<file path="config.mk">
export PLATFORM = sky130hd
export DESIGN_NAME = ripple_borrow_subtractor_2_stage
export DESIGN_NICKNAME = d
export VERILOG_FILES = /design/src/rtl/ripple_borrow_subtractor_2_stage_pkg.sv /design/src/rtl/ripple_borrow_subtractor_2_stage_full_subtractor.sv /design/src/rtl/ripple_borrow_subtractor_2_stage.sv
export SDC_FILE = /design/constraint.sdc
export NUM_CORES = 1
export LEC_CHECK = 0
export ABC_CLOCK_PERIOD_IN_PS = 2650
export CAP_MARGIN = 10
export CORE_MARGIN = 3
export CORE_UTILIZATION = 45
export DETAILED_ROUTE_END_ITERATION = 10
export PLACE_DENSITY = 0.76
export SYNTH_ARGS = -nofsm -noshare
export SYNTH_HDL_FRONTEND = slang
export SYNTH_SLANG_ARGS = --single-unit
</file>
<file path="constraint.sdc">
create_clock -name clk -period 2.65 [get_ports clk]
set_input_delay 0.6625 -clock clk [delete_from_list [all_inputs] [get_ports clk]]
set_output_delay 0.6625 -clock clk [all_outputs]
set_load 0.05 [all_outputs]
</file>
<file path="src/rtl/ripple_borrow_subtractor_2_stage_pkg.sv">
// Shared constants for the two-stage ripple-borrow subtractor.
package ripple_borrow_subtractor_2_stage_pkg;

  localparam int unsigned RBS_WIDTH = 4;
  localparam int unsigned RBS_HALF  = RBS_WIDTH / 2;

endpackage

</file>
<file path="src/rtl/ripple_borrow_subtractor_2_stage_full_subtractor.sv">
// One-bit full subtractor: d = x - y - bi, bo set when the bit borrows.
module full_subtractor (
  input  logic x,
  input  logic y,
  input  logic bi,
  output logic d,
  output logic bo
);

  always_comb begin
    d  = x ^ y ^ bi;
    bo = (~x & y) | (~(x ^ y) & bi);
  end

endmodule

</file>
<file path="src/rtl/ripple_borrow_subtractor_2_stage.sv">
// Two-stage pipelined subtractor: low half rippled in stage 1, high half in stage 2,
// valid/ready handshake on both sides with a one-deep skid in stage 1.
module ripple_borrow_subtractor_2_stage
  import ripple_borrow_subtractor_2_stage_pkg::*;
#(
  parameter int unsigned WIDTH = RBS_WIDTH
) (
  input  logic             clk,
  input  logic             rst,
  input  logic [WIDTH-1:0] a,
  input  logic [WIDTH-1:0] b,
  input  logic             bin,
  input  logic             in_valid,
  output logic             in_ready,
  output logic [WIDTH-1:0] diff,
  output logic             bout,
  output logic             out_valid,
  input  logic             out_ready
);

  localparam int unsigned HALF = WIDTH / 2;

  logic [HALF-1:0] lo_diff;
  logic [HALF:0]   lo_brw;
  logic [HALF-1:0] hi_diff;
  logic [HALF:0]   hi_brw;

  logic            s1_valid_q, s1_valid_d;
  logic [HALF-1:0] s1_lo_q, s1_lo_d;
  logic            s1_borrow_q, s1_borrow_d;
  logic [HALF-1:0] s1_a_hi_q, s1_a_hi_d;
  logic [HALF-1:0] s1_b_hi_q, s1_b_hi_d;
  logic            out_valid_q, out_valid_d;
  logic [WIDTH-1:0] diff_q, diff_d;
  logic            bout_q, bout_d;

  logic            s2_adv;
  logic            s1_adv;

  // Borrow chains: stage 1 on live operands, stage 2 on the registered upper halves.
  assign lo_brw[0] = bin;
  assign hi_brw[0] = s1_borrow_q;

  for (genvar i = 0; i < HALF; i++) begin : g_bits
    full_subtractor u_fs_lo (
      .x  (a[i]),
      .y  (b[i]),
      .bi (lo_brw[i]),
      .d  (lo_diff[i]),
      .bo (lo_brw[i+1])
    );
    full_subtractor u_fs_hi (
      .x  (s1_a_hi_q[i]),
      .y  (s1_b_hi_q[i]),
      .bi (hi_brw[i]),
      .d  (hi_diff[i]),
      .bo (hi_brw[i+1])
    );
  end

  // Stage 1 may also fill while stage 2 is stalled, provided it is empty.
  always_comb begin
    s2_adv      = !out_valid_q || out_ready;
    s1_adv      = !s1_valid_q || s2_adv;
    in_ready    = !rst && s1_adv;

    s1_valid_d  = s1_valid_q;
    s1_lo_d     = s1_lo_q;
    s1_borrow_d = s1_borrow_q;
    s1_a_hi_d   = s1_a_hi_q;
    s1_b_hi_d   = s1_b_hi_q;
    out_valid_d = out_valid_q;
    diff_d      = diff_q;
    bout_d      = bout_q;

    if (s1_adv) begin
      s1_valid_d = in_valid;
      if (in_valid) begin
        s1_lo_d     = lo_diff;
        s1_borrow_d = lo_brw[HALF];
        s1_a_hi_d   = a[WIDTH-1:HALF];
        s1_b_hi_d   = b[WIDTH-1:HALF];
      end
    end

    if (s2_adv) begin
      out_valid_d = s1_valid_q;
      if (s1_valid_q) begin
        diff_d = {hi_diff, s1_lo_q};
        bout_d = hi_brw[HALF];
      end
    end
  end

  always_ff @(posedge clk) begin
    if (rst) begin
      s1_valid_q  <= 1'b0;
      s1_lo_q     <= '0;
      s1_borrow_q <= 1'b0;
      s1_a_hi_q   <= '0;
      s1_b_hi_q   <= '0;
      out_valid_q <= 1'b0;
      diff_q      <= '0;
      bout_q      <= 1'b0;
    end else begin
      s1_valid_q  <= s1_valid_d;
      s1_lo_q     <= s1_lo_d;
      s1_borrow_q <= s1_borrow_d;
      s1_a_hi_q   <= s1_a_hi_d;
      s1_b_hi_q   <= s1_b_hi_d;
      out_valid_q <= out_valid_d;
      diff_q      <= diff_d;
      bout_q      <= bout_d;
    end
  end

  assign diff      = diff_q;
  assign bout      = bout_q;
  assign out_valid = out_valid_q;

endmodule

</file>
==> impl_metrics.json, run 1 <==
{
  "io_buffer_count": 19,
  "netlist_area_um2": 704,
  "clkLatencyLatePin_ns": 0.27,
  "syn_nets": 84,
  "cts.sinks": 14,
  "die_h_um": 45.6,
  "switching_power_w": 0.000129,
  "rsz0062_at_grt": "false",
  "crit_required_ns": 1.99,
  "routed_wl_um": 1280,
  "hold_buffers": 0,
  "die-area_um2": 2080,
  "antenna_found_initial": 0,
  "hp-class": "reg -> reg",
  "syn_inst": 67,
  "synth_cell_types": 20,
  "p_sw_share_pct": 28.2,
  "ys_warn_count": 0,
  "slew-limit-headroom_pct": 66.3,
  "worstMarginPinSlew_ns": 0.504,
  "finalSetupViolations": 0,
  "place_congestion": 0.734,
  "io_pins": 20,
  "yosys_register_bits": 14,
  "post-route-period-util_pct": 88.8,
  "power.density_nw_per_um2": 503,
  "synth_seq_area_share_pct": 39.8,
  "critPathCaptureType": "output port",
  "core_area_um2": 1380,
  "yosysTopAreaCell": "dfxtp_1",
  "ir_drop_mv": 0.265,
  "nFillCells": 109,
  "rows": 13,
  "final_nets": 105,
  "clockBufferDepth": 2,
  "pwr-share-seq_pct": 51.2,
  "synth_ff_type": "dfxtp_1",
  "path_max_fanout": 5,
  "crit_type": "in -> out",
  "tns_ns": 0,
  "overflow": 0,
  "avgSynthCellArea_um2": 10.5,
  "critPathArrivalTime_ns": 1.69,
  "hold_viol_final": 0,
  "vias_per_cell": 5.39,
  "initial_core_util_pct": 51.0,
  "synth_common_cells": "dfxtp_1, a21oi_1, inv_1",
  "synthTopCellsByArea": "dfxtp_1, fa_1, nand2b_1",
  "post-dp-hpwl_um": 999,
  "h-tree-depth": 1,
  "whs_ns": 0.483,
  "comb_power_share_pct": 24.0,
  "p_int_w": 0.000330,
  "grt_pass1_vias": 506,
  "dr_total_vias": 544,
  "cts-root-buf": "clkbuf_4",
  "grt_use_total_pct": 13.7,
  "drive_above_1_share_pct": 12.8,
  "area_growth_pct": 29.7,
  "post_cts_buffers": 0,
  "final_util_pct": 66.1,
  "regArea_um2": 280,
  "final_max_slew_viol_count": 0,
  "multi_input_area_um2": 354,
  "grt_max_degree": 20,
  "clkTransAtPathRegs_ns": 0.07,
  "synthDominantCellAreaShare_pct": 39.8,
  "async_flop_share_pct": 0,
  "cts_tree": "yes",
  "startpoint_type": "primary input",
  "power.leakage_nw": 0.342,
  "fin_skew_ns": 0.00130,
  "maxCapViolCount": 0,
  "antenna_left": 0,
  "synth_edf_count": 0,
  "drt-pass1-iter-count": 4,
  "grt_pass1_wl_um": 2070,
  "avgRoutedWirePerCell_um": 12.7,
  "antenna_cells": 0,
  "pwr-share-clk_pct": 24.8,
  "fmax_ghz": 0.425,
  "drt_first_iter_violations": 7,
  "drc": 0,
  "status": "completed",
  "cts_made_buffers": 3,
  "yosys.cell_count.top_type": "dfxtp_1",
  "min_period_ns": 2.35,
  "cts_resized": 0,
  "die_w_um": 45.6
}
[power groups by stage]
stage / Clock (W) / Combinational (W) / Sequential, W
3_5_place_dp: 0 / 0.000111 / 0.000240
2_1_floorplan: 0 / 0.0000543 / 0.000256
4_1_cts: 0.000117 / 0.000111 / 0.000235
5_1_grt: 0.000124 / 0.000120 / 0.000237
3_3_place_gp: 0 / 0.000109 / 0.000240
6_report: 0.000114 / 0.000110 / 0.000235
[metal layers]
layer	global-route usage (%)	routed length (um)
met1	17.8	579
met2	21.4	601
met3	3.56	76
met4	5.26	25
met5	0	0
[state kept, by name, summed over array words and instances (netlist names)]
register / cells
s1_valid_q: 1
bout: 1
s1_a_hi_q: 2
s1_borrow_q: 1
diff: 4
out_valid: 1
s1_lo_q: 2
s1_b_hi_q: 2
[cell type report]
cell class	instances	share of cell area, %
Clock buffer	3	2.47
Inverter	8	3.29
Multi-Input combinational cell	41	38.8
Sequential cell	14	30.7
Tap cell	15	2.05
Timing Repair Buffer	20	22.7
[stage by stage]
| step | cell area, um^2 | setup WS (ns) | total power (W) | std cells |
|---|---|---|---|---|
| after global routing | 913 | 0.244 | 0.000481 | 101 |
| after CTS | 913 | 0.301 | 0.000464 | 101 |
| after global placement | 891 | 0.315 | 0.000349 | 98 |
| after floorplan | 704 | 0.226 | 0.000310 | 67 |
| final | 913 | 0.296 | 0.000459 | 101 |
| after detailed placement | 891 | 0.307 | 0.000352 | 98 |
[worst max-delay path: stages]
cell	delay (ns)
clkdlybuf4s50_1	0.53
nor2b_4	0.08
a21oi_1	0.24
buf_12	0.17
[path summary, 6_finish.rpt]
kind / startpoint / to / slack [ns] / cells after the start
max: out_ready / in_ready / 0.30 / 4
min: s1_lo_q[0] / diff[0] / 0.48 / 2
max reg2reg: s1_a_hi_q[0] / diff[3] / 1.17 / 6
min reg2reg: s1_lo_q[0] / diff[0] / 0.48 / 2
[layout by cell type (no fill, tap or decap)]
cell type	count
buf_12	1
fa_1	4
nand2b_1	7
clkdlybuf4s50_1	18
a21oi_1	8
nand3_1	3
inv_1	8
o21ai_0	3
clkbuf_4	3
o31ai_1	2
nand4b_1	2
a211oi_2	2
nand3b_1	1
nor2b_4	1
a311oi_1	2
a21oi_4	1
mux2i_1	3
dfxtp_1	14
buf_4	1
a21oi_2	2
[cell families (layout without fill, tap and decap cells)]
family,Yosys count,after routing,synth area share (%)
AND/OR/NAND/NOR,14,14,13.9
flip-flops,14,14,39.8
AO/OA/AOI/OAI,20,20,20.8
adder cells (fa/ha/maj),4,4,11.4
multiplexers,3,3,4.26
buffers and inverters,12,31,9.95
Note: power is estimated with default switching activity, not from simulation.
==> inputs of run 2 (changes only) <==
CORE_MARGIN = default   (was 3)
==> run 2 against run 1 <==
Cell area is 1.5% higher. Cell count is 0.99% higher. Worst setup slack got worse by 0.0037 ns. Clock skew up 0.0035 ns. Clock power rose by 33%.
==> impl_metrics.json, run 2 (synthesis results as in run 1) <==
{
  "status": "completed",
  "hold_buffers": 0,
  "layout_common_cells": "clkdlybuf4s50_1, dfxtp_1, inv_1, a21oi_1, nand2b_1",
  "largest_reg_flops": 4,
  "die_h_um": 41.6,
  "antenna_left": 0,
  "grt_max_degree": 20,
  "rsz0062_at_grt": "false",
  "grt_use_total_pct": 16.2,
  "path_max_fanout": 5,
  "crit_type": "in -> out",
  "comb_power_share_pct": 22.2,
  "crit_required_ns": 1.99,
  "final_nets": 105,
  "drc": 0,
  "drt-pass1-iter-count": 4,
  "finalSetupViolations": 0,
  "pwr-share-clk_pct": 30.6,
  "hold_path_end": "diff[0]",
  "cts.sinks": 14,
  "p_int_w": 0.000361,
  "fmax_ghz": 0.424,
  "clkLatencyLatePin_ns": 0.28,
  "slew-limit-headroom_pct": 67.1,
  "die_w_um": 41.6,
  "pwr-share-seq_pct": 47.3,
  "hold_path_depth": 2,
  "initial_core_util_pct": 51.0,
  "placed_cell_area_um2": 891,
  "finish.instance_area_um2": 927,
  "clockBufferDepth": 2,
  "drive_above_1_share_pct": 13.8,
  "antenna_found_initial": 0,
  "post-route-period-util_pct": 89.0,
  "worstReg2RegStart": "s1_a_hi_q[0]",
  "final_common_cell": "clkdlybuf4s50_1",
  "grt_pass1_vias": 504,
  "hp-class": "reg -> reg",
  "clkTransAtPathRegs_ns": 0.08,
  "worstHoldStart": "s1_lo_q[0]",
  "switching_power_w": 0.000136,
  "reg2reg_depth": 6,
  "dr_total_vias": 544,
  "avgRoutedWirePerCell_um": 11.5,
  "cp_num_buf_inv": 2,
  "power.leakage_nw": 0.349,
  "reg2reg_to": "diff[3]",
  "tns_ns": 0,
  "worstMarginPinSlew_ns": 0.492,
  "overflow": 0,
  "p_sw_share_pct": 27.4,
  "ff2ff_setup_slack_ns": 1.14,
  "path_delay_family": "buffers and inverters",
  "path_depth": 4,
  "rows": 13,
  "io_pins": 20,
  "io_buffer_count": 19,
  "power.density_nw_per_um2": 536,
  "antenna_cells": 0,
  "h-tree-depth": 1,
  "critPathCaptureType": "output port",
  "whs_ns": 0.476,
  "area_growth_pct": 31.6,
  "hold_viol_final": 0,
  "max_stage_delay_ns": 0.54,
  "routed_wl_um": 1170,
  "grt_pass1_wl_um": 2160,
  "final_max_slew_viol_count": 0,
  "min_period_ns": 2.36,
  "fin_skew_ns": 0.00477,
  "ir_drop_mv": 0.287,
  "maxCapViolCount": 0,
  "core_area_um2": 1380,
  "crit_chain": "clkdlybuf4s50_1 -> nor2b_4 -> a21oi_1 -> buf_12",
  "crit_slowest_cell": "clkdlybuf4s50_1",
  "startpoint_type": "primary input",
  "vias_per_cell": 5.33,
  "cts_tree": "yes",
  "cts-root-buf": "clkbuf_4",
  "cts_made_buffers": 3,
  "drt_first_iter_violations": 6,
  "die-area_um2": 1730,
  "place_congestion": 0.714,
  "post-dp-hpwl_um": 882,
  "critPathArrivalTime_ns": 1.70,
  "post_cts_buffers": 0,
  "cts_resized": 0
}
-- run 2: worst register-to-register path: cells and delay by family (launching register included) --
family	cells	cell delay, ns
AOI/OAI and AO/OA	1	0.07
buffers and inverters	2	0.14
adders and majority gates	2	0.80
DFF	1	0.31
and+or+nand+nor	1	0.08
-- run 2: final cells by class --
| type | instances | area [um^2] |
|---|---|---|
| clock buffer | 4 | 36.3 |
| fill | 105 | 455 |
| inverter | 8 | 30.0 |
| multi-input combinational | 41 | 354 |
| sequential | 14 | 280 |
| tap | 15 | 18.8 |
| timing repair buffer | 20 | 208 |
-- run 2: worst max-delay path by stage --
stage,startpoint,to
after floorplan,rst,in_ready
final,out_ready,in_ready
after global placement,out_ready,in_ready
after global routing,out_ready,in_ready
after CTS,out_ready,in_ready
after detailed placement,out_ready,in_ready
-- run 2: per-layer routing --
layer / up-vias / GRT usage [%] / share of wire (%)
met3: 4 / 2.61 / 3.1
met2: 17 / 24.1 / 45
met4: 0 / 11.6 / 2.5
met1: 254 / 21.3 / 49
li1: 269 / - / -
met5: - / 0 / 0
-- run 2: power by group through the flow --
stage	clock network [W]	registers [W]	logic, W
2_1_floorplan	0	0.000256	0.0000543
3_3_place_gp	0	0.000240	0.000109
3_5_place_dp	0	0.000240	0.000111
4_1_cts	0.000159	0.000235	0.000111
5_1_grt	0.000170	0.000237	0.000120
6_report	0.000152	0.000235	0.000110
-- run 2: per-stage QoR --
step / total power, W / utilization (%) / worst slack (ns) / cells
3_3_place_gp: 0.000349 / 64.4 / 0.314 / 98
3_5_place_dp: 0.000351 / 64.4 / 0.299 / 98
6_report: 0.000497 / 67.1 / 0.292 / 102
4_1_cts: 0.000505 / 67.1 / 0.290 / 102
2_1_floorplan: 0.000310 / - / 0.226 / 67
5_1_grt: 0.000527 / 67.1 / 0.255 / 102
